[config.mk]
export PLATFORM = sky130hd
export DESIGN_NAME = fetch_stage
export DESIGN_NICKNAME = d
export VERILOG_FILES = /design/src/rtl/fetch_stage.sv
export SDC_FILE = /design/constraint.sdc
export NUM_CORES = 1
export LEC_CHECK = 0
export CAP_MARGIN = 20
export CORE_MARGIN = 2
export CORE_UTILIZATION = 30
export CTS_CLUSTER_SIZE = 16
export DETAILED_ROUTE_END_ITERATION = 10
export REMOVE_ABC_BUFFERS = 1
export SLEW_MARGIN = 20
export SYNTH_ARGS = -nofsm -noshare
export SYNTH_HDL_FRONTEND = slang
export SYNTH_SLANG_ARGS = --single-unit
[constraint.sdc]
create_clock -name clk_i -period 2.35 [get_ports clk_i]
set_input_delay 0.3525 -clock clk_i [delete_from_list [all_inputs] [get_ports clk_i]]
set_output_delay 0.3525 -clock clk_i [all_outputs]
set_load 0.1 [all_outputs]
[src/rtl/fetch_stage.sv]
// ============================================================================
// Module   : fetch_stage
// Purpose  : RV32I instruction fetch stage and IF/ID pipeline register.
//            Issues one-outstanding req/gnt/rvalid fetches and parks a
//            response that arrives during a load-use stall. A branch or jump
//            redirect flushes the IF/ID register and drops any fetch that is
//            still in flight.
// Revision : 1.0 - initial release
// ============================================================================
`default_nettype none

module fetch_stage #(
  parameter logic [31:0] RESET_PC  = 32'h0000_0000,
  parameter logic [31:0] NOP_INSTR = 32'h0000_0013
) (
  input  logic        clk_i,
  input  logic        rst_ni,
  input  logic        stall_i,
  input  logic        redirect_i,
  input  logic [31:0] redirect_pc_i,
  output logic        imem_req_o,
  output logic [31:0] imem_addr_o,
  input  logic        imem_gnt_i,
  input  logic        imem_rvalid_i,
  input  logic [31:0] imem_rdata_i,
  output logic [31:0] id_instr_o,
  output logic [31:0] id_pc_o,
  output logic        id_valid_o
);

  typedef enum logic [1:0] {
    S_IDLE = 2'd0,
    S_REQ  = 2'd1,
    S_WAIT = 2'd2,
    S_HOLD = 2'd3
  } state_e;

  state_e      state_q, state_d;
  logic [31:0] pc_q, pc_d;
  logic [31:0] req_pc_q, req_pc_d;
  logic        kill_q, kill_d;
  logic [31:0] buf_instr_q, buf_instr_d;
  logic [31:0] buf_pc_q, buf_pc_d;
  logic        buf_valid_q, buf_valid_d;
  logic [31:0] id_instr_q, id_instr_d;
  logic [31:0] id_pc_q, id_pc_d;
  logic        id_valid_q, id_valid_d;

  // Source selected for the IF/ID register when a real instruction lands.
  logic        load_w;
  logic [31:0] load_instr_w;
  logic [31:0] load_pc_w;

  // Next-state logic: fetch FSM, PC, skid buffer and IF/ID register.
  always_comb begin
    state_d      = state_q;
    pc_d         = pc_q;
    req_pc_d     = req_pc_q;
    kill_d       = kill_q;
    buf_instr_d  = buf_instr_q;
    buf_pc_d     = buf_pc_q;
    buf_valid_d  = buf_valid_q;
    id_instr_d   = id_instr_q;
    id_pc_d      = id_pc_q;
    id_valid_d   = id_valid_q;
    load_w       = 1'b0;
    load_instr_w = imem_rdata_i;
    load_pc_w    = req_pc_q;

    case (state_q)
      S_IDLE: begin
        state_d = S_REQ;
      end
      S_REQ: begin
        if (imem_gnt_i) begin
          state_d  = S_WAIT;
          req_pc_d = pc_q;
          pc_d     = pc_q + 32'd4;
          // A redirect in the grant cycle means the fetch just issued is stale.
          kill_d   = redirect_i;
        end
      end
      S_WAIT: begin
        if (imem_rvalid_i) begin
          state_d = S_REQ;
          kill_d  = 1'b0;
          if (!kill_q && !redirect_i) begin
            if (stall_i) begin
              // Decode cannot take it yet: park the word until the stall lifts.
              buf_instr_d = imem_rdata_i;
              buf_pc_d    = req_pc_q;
              buf_valid_d = 1'b1;
              state_d     = S_HOLD;
            end else begin
              load_w = 1'b1;
            end
          end
        end else if (redirect_i) begin
          kill_d = 1'b1;
        end
      end
      S_HOLD: begin
        if (redirect_i) begin
          state_d     = S_REQ;
          buf_valid_d = 1'b0;
        end else if (!stall_i) begin
          load_w       = buf_valid_q;
          load_instr_w = buf_instr_q;
          load_pc_w    = buf_pc_q;
          buf_valid_d  = 1'b0;
          state_d      = S_REQ;
        end
      end
      default: begin
        state_d = S_IDLE;
      end
    endcase

    if (redirect_i) begin
      pc_d        = {redirect_pc_i[31:2], 2'b00};
      buf_valid_d = 1'b0;
    end

    // IF/ID: redirect bubble beats stall hold, which beats a fresh load.
    if (redirect_i) begin
      id_instr_d = NOP_INSTR;
      id_valid_d = 1'b0;
    end else if (!stall_i) begin
      if (load_w) begin
        id_instr_d = load_instr_w;
        id_pc_d    = load_pc_w;
        id_valid_d = 1'b1;
      end else begin
        id_instr_d = NOP_INSTR;
        id_valid_d = 1'b0;
      end
    end
  end

  // State register with asynchronous active-low reset.
  always_ff @(posedge clk_i or negedge rst_ni) begin
    if (!rst_ni) begin
      state_q     <= S_IDLE;
      pc_q        <= RESET_PC;
      req_pc_q    <= RESET_PC;
      kill_q      <= 1'b0;
      buf_instr_q <= NOP_INSTR;
      buf_pc_q    <= 32'h0000_0000;
      buf_valid_q <= 1'b0;
      id_instr_q  <= NOP_INSTR;
      id_pc_q     <= 32'h0000_0000;
      id_valid_q  <= 1'b0;
    end else begin
      state_q     <= state_d;
      pc_q        <= pc_d;
      req_pc_q    <= req_pc_d;
      kill_q      <= kill_d;
      buf_instr_q <= buf_instr_d;
      buf_pc_q    <= buf_pc_d;
      buf_valid_q <= buf_valid_d;
      id_instr_q  <= id_instr_d;
      id_pc_q     <= id_pc_d;
      id_valid_q  <= id_valid_d;
    end
  end

  assign imem_req_o  = (state_q == S_REQ);
  assign imem_addr_o = pc_q;
  assign id_instr_o  = id_instr_q;
  assign id_pc_o     = id_pc_q;
  assign id_valid_o  = id_valid_q;

endmodule

`default_nettype wire

## Word level (Yosys, flattened, before mapping)

Cells that the tools add are included.

- Bits in registers: 197
- Input bits: 70
- Output and inout port bits: 98
- Logic and storage cells: 72

- Add/subtract/negate cells: 1
- Eq/ne operators: 10
- Muxes and demuxes: 34
- Bitwise logic cells: 2
- Reduce and logical (&&, ||, !) cells: 15

Operators by type and width:

| cell | number |
|---|---|
| $mux W32 | 8 |
| $add A32 B3 Y32 const B | 1 |
| $mux W1 | 16 |
| $mux W2 | 6 |
| $ne A3 B3 Y1 const B | 4 |
| $reduce_and A3 Y1 | 3 |
| $pmux W2 S4 | 1 |
| $pmux W1 S2 | 3 |
| $reduce_bool A2 Y1 | 3 |
| $reduce_and A5 Y1 | 1 |
| $eq A2 B2 Y1 const B | 2 |
| $ne A2 B1 Y1 const B | 2 |
| $reduce_and A2 Y1 | 2 |
| $reduce_and A4 Y1 | 1 |
| $reduce_bool A3 Y1 | 1 |
| $eq A2 B1 Y1 const B | 1 |
| $logic_not A1 Y1 | 2 |
| $logic_not A2 Y1 | 1 |
| $ne A2 B2 Y1 const B | 1 |
| $not A1 Y1 | 2 |
| $logic_and A1 B1 Y1 | 1 |

## Longest topological paths before layout

- Word-level depth: 8
- Depth in mapped cells: 9
- Depth with buffers taken out: 6

## Least setup slack after synthesis

No wires, ideal clock.

- Path kind: register to register
- Start: register state_q[1]
- End: register pc_q[26], in the netlist imem_addr_o[26]
- Library setup time: 0.082 ns
- Arrival: 2.718 ns
- Required time: 2.268 ns
- Setup slack: -0.450 ns
- Stages on the path, launching flop included: 9
- Buffers on the path: 2
- Period minus slack after synthesis: 2.800 ns
- Cell sequence: dfrtp_1 -> inv_1 -> ha_1 -> buf_2 -> and4_1 -> nand3_1 -> clkbuf_1 -> or4_1 -> a31oi_1

- Cells in the longest elaborated chain, start to end: 3

RTL lines:

| item | line | text |
|---|---|---|
| from (decl) | 38 | `state_e state_q, state_d;` |
| from (signal assigned) | 154 | `state_q <= state_d;` |
| $eq A2 B1 Y1 | n/a |  |
| net imem_req_o | 21 | `output logic imem_req_o,` |
| $reduce_bool A2 Y1 (no line) | n/a |  |
| $reduce_and A2 Y1 (no line) | n/a |  |
| to (signal assigned) | 155 | `pc_q <= pc_d;` |
| to (decl) | 39 | `logic [31:0] pc_q, pc_d;` |

The timed path passes the listed nets, and every way through them passes these cells.
A chain may end at the register's enable or synchronous reset.

## Final worst setup path

- Start: register state_q[1]
- End: register pc_q[26], in the netlist imem_addr_o[26]

- Cells in the longest elaborated chain, start to end: 3

RTL lines:

| item | line | text |
|---|---|---|
| $eq A2 B1 Y1 | 70 | `case (state_q)` |
| $reduce_bool A2 Y1 (no line) | n/a |  |
| $reduce_and A2 Y1 (no line) | n/a |  |

No other way between the ends.

==> results.md <==
- Status: complete, no violations
- Post-CTS Setup Inserts: 0
- Syn-to-layout area delta: 31.82%
- Ys async rst share: 100.0%
- HPWL after detailed placement: approximately 15000 µm
- Synth Flop Type: dfrtp_1
- Share of layout cells above drive strength 1: ~29%
- Final core utilization: roughly 40%
- Mapped Cells: about 720
- Final hold vios: 0
- Die Wd: around 170 µm
- CP Capture Type: register
- GRT Util Overall: around 15%
- Placeable Area: roughly 28000 µm²
- Vias/cell: approximately 4.8
- Mean Syn Cell Area: approximately 12 µm²
- Final setup viols: 0
- Synth Cell Area: roughly 8300 µm²
- CTS tree: yes
- CTS sink cnt: ~190
- Register Area: between 4000 and 5000 µm²
- Area contributors post-synth: dfrtp_1 (55%), mux2_2 (12%), mux2i_1 (7.6%)
- Crit-path max FO: 22
- Clock Skew: ~0.012 ns
- CTS Root Buffer Type: clkbuf_16
- Fin nets: 965
- CP Class: register to register
- Antenna viol nets, final: 0
- Worst Setup Start Kind: register
- DRT iter0 DRCs: 419
- Worst min path class: input port to asynchronous set/reset pin
- Min Tclk post-route: ~2.1 ns
- Buffers added on ports: about 160
- Final worst path period share: about nine tenths
- Final worst slack: approximately 0.27 ns
- Leak: between 0.004 and 0.005 µW
- #FFs+latches synth: about 190
- Pwr Total: 13400 µW
- Gr ovfl total: 0
- IO Count: 168
- Worst slew pin tran: around 0.51 ns
- Die area: ~29000 µm²
- CTS Buf Count: 17
- ANT cells: 0
- Max-Cap Viols: 0
- Power per Cell Area: roughly 1200 nW/µm²
- Die H: about 170 µm
- Setup slack at placement: ~0.11 ns
- First-pass GRT wire length: approximately 34000 µm
- Pin count of the biggest net entering global routing: between 60 and 70
- Post-cts resize count: 0
- Fin. max-slew vios: 0
- Setup_tns: 0 ns
- Yosys cell types: 44
- Multi-input gate area: roughly 3400 µm²
- Clock transition time at the flip-flop clock pins of the worst setup and hold paths: approximately 0.080 ns
- Fill cells: roughly 2700
- Routability cong.: 0.7971
- FP Rows: slightly above 60
- Data required time at the worst endpoint: between 2 and 3 ns
- Vias in the first global route: about 6100
- Achievable frequency: roughly 480 MHz
- Vias: between 6000 and 7000
- Post-synth EDFFs: 0
- Hold Slack: 0.4652 ns
- CTS Buffer Depth: 2
- RSZ-0062 raised after global routing: false
- Starting Density: 30.29%
- Routed length per instance: approximately 17 µm
- Peak supply drop: between 0.7 and 0.8 mV
- Synth warn: 0
- Share of the synthesized area in the top cell type: between 50 and 60%
- CTS H-tree lvls: 4
- Worst slew margin: 66.04%
- Critical path arrival: roughly 2.4 ns
- Reg2reg path depth: 7
- DRC viols: 0
- Most area-hungry cell type in the Yosys netlist: dfrtp_1
- Initial antenna violation count: 0
- DRT Pass-1 Iters: 6
- Sequential share of the synthesized area: approximately 57%
- Final WL: 21360 µm
- Clk_lat worst skew: 0.43 ns
==> cell type report <==
class	instances	share of cell area, %
clock buffers	17	3.866
clock inverters	15	1.876
inverters	10	0.3411
multi-input cells	480	30.98
flip-flops and latches	189	43.05
well taps	378	4.298
repair buffers	192	15.59
==> layer usage <==
| layer | vias to the layer above | track usage (%) | wire length, µm |
|---|---|---|---|
| met5 | - | 0 | 0 |
| met4 | 0 | 2.750 | 99 |
| met3 | 6 | 3.678 | 1103 |
| met2 | 178 | 24.08 | 9874 |
| met1 | 3037 | 21.57 | 10290 |
| li1 | 2908 | - | - |
==> placed cells by master (no fill, tap or decap), drive strengths merged, types with 2 or more instances in the layout <==
master	netlist	layout
dfrtp	183	183
buf	18	124
nand2	98	98
mux2	87	87
o21ai	79	79
clkdlybuf4s50	0	66
mux2i	63	63
nor2	23	23
or4	22	22
clkbuf	29	18
a31oi	17	17
inv	10	16
o31ai	15	15
nand3	14	14
nand4	7	7
xnor2	7	7
dfstp	6	6
clkinv	0	6
or3	5	5
ha	5	5
a21oi	4	4
o211ai	4	4
conb	1	4
nor3	3	3
bufinv	0	3
or2	3	3
and4	2	2
and3	2	2
nor4	2	2
xor2	2	2
nor2b	2	2
==> cell families (layout without fill, tap and decap cells) <==
kind of cell               Yosys count  count (layout)  synth area share (%)
DFF                                189             189                 56.75
other                                1               4               0.04493
and+or+nand+nor                    185             185                 10.55
xor gates and xnor gates             9               9                0.9444
buffers and inverters               57             234                 2.863
adders and majority gates            5               5                0.7495
AOI/OAI and AO/OA                  127             127                 8.799
muxes                              150             150                 19.29
==> synthesized netlist by cell type (2+ instances only) <==
library cell / count
ha_1: 5
xor2_1: 2
nor2_1: 23
nand3_1: 12
nor3_1: 3
xnor2_1: 7
mux2i_1: 63
nand3_2: 2
or4_1: 21
nand2_1: 98
nand4_1: 7
o211ai_1: 4
or3_1: 5
buf_4: 4
a31oi_1: 17
buf_2: 8
dfrtp_1: 183
mux2_2: 87
and4_1: 2
clkbuf_1: 29
o21ai_0: 79
nor2b_1: 2
buf_1: 6
o31ai_1: 15
nor4_1: 2
a21oi_1: 4
or2_1: 2
and3_1: 2
inv_1: 9
dfstp_2: 6
==> path summary, 6_finish.rpt <==
kind / from / endpoint / slack (ns)
max: state_q[1]$_DFFE_PN0P_ / imem_addr_o[26]$_DFFE_PN0N_ / 0.27
min: rst_ni / id_instr_o[14]$_DFFE_PN0P_ / 0.47
max reg2reg: state_q[1]$_DFFE_PN0P_ / imem_addr_o[26]$_DFFE_PN0N_ / 0.27
min reg2reg: id_instr_o[20]$_DFFE_PN0P_ / id_instr_o[20]$_DFFE_PN0P_ / 0.48
max in group asynchronous: rst_ni / buf_instr_q[4]$_DFFE_PN1P_ / 1.22
min in group clk_i: id_instr_o[20]$_DFFE_PN0P_ / id_instr_o[20]$_DFFE_PN0P_ / 0.48
==> stage by stage <==
step	area, µm²	cells
finish	11000	1281
global route	11000	1281
CTS	11000	1281
detailed placement	10360	1248
global placement	10360	1248
floorplan	8157	679
==> what timing repair did <==
item / in CTS / in global routing
endpoints found under the hold margin: 52 / 0
endpoints found under the setup margin: 0 / 0
hold buffers: 1 / 0
==> critical path, stage by stage, from the launching register on <==
cell     delay [ns]
dfrtp_1        0.43
inv_1          0.10
ha_1           0.16
and4_1         0.27
nand3_1        0.12
buf_4          0.22
or4_1          0.52
a31oi_1        0.19
==> state kept, by name, summed over array words and instances, names as in the netlist <==
signal       cells
buf_valid_q      1
state_q          2
kill_q           1
buf_pc_q        30
id_instr_o      32
id_valid_o       1
buf_instr_q     32
req_pc_q        30
imem_addr_o     30
id_pc_o         30
==> where the power goes <==
| group | switching, µW | total [µW] | internal (µW) |
|---|---|---|---|
| registers | 646 | 4980 | 4330 |
| clock network | 1380 | 3100 | 1720 |
| logic | 3630 | 5330 | 1690 |
Power figures use the tool's default switching activity.
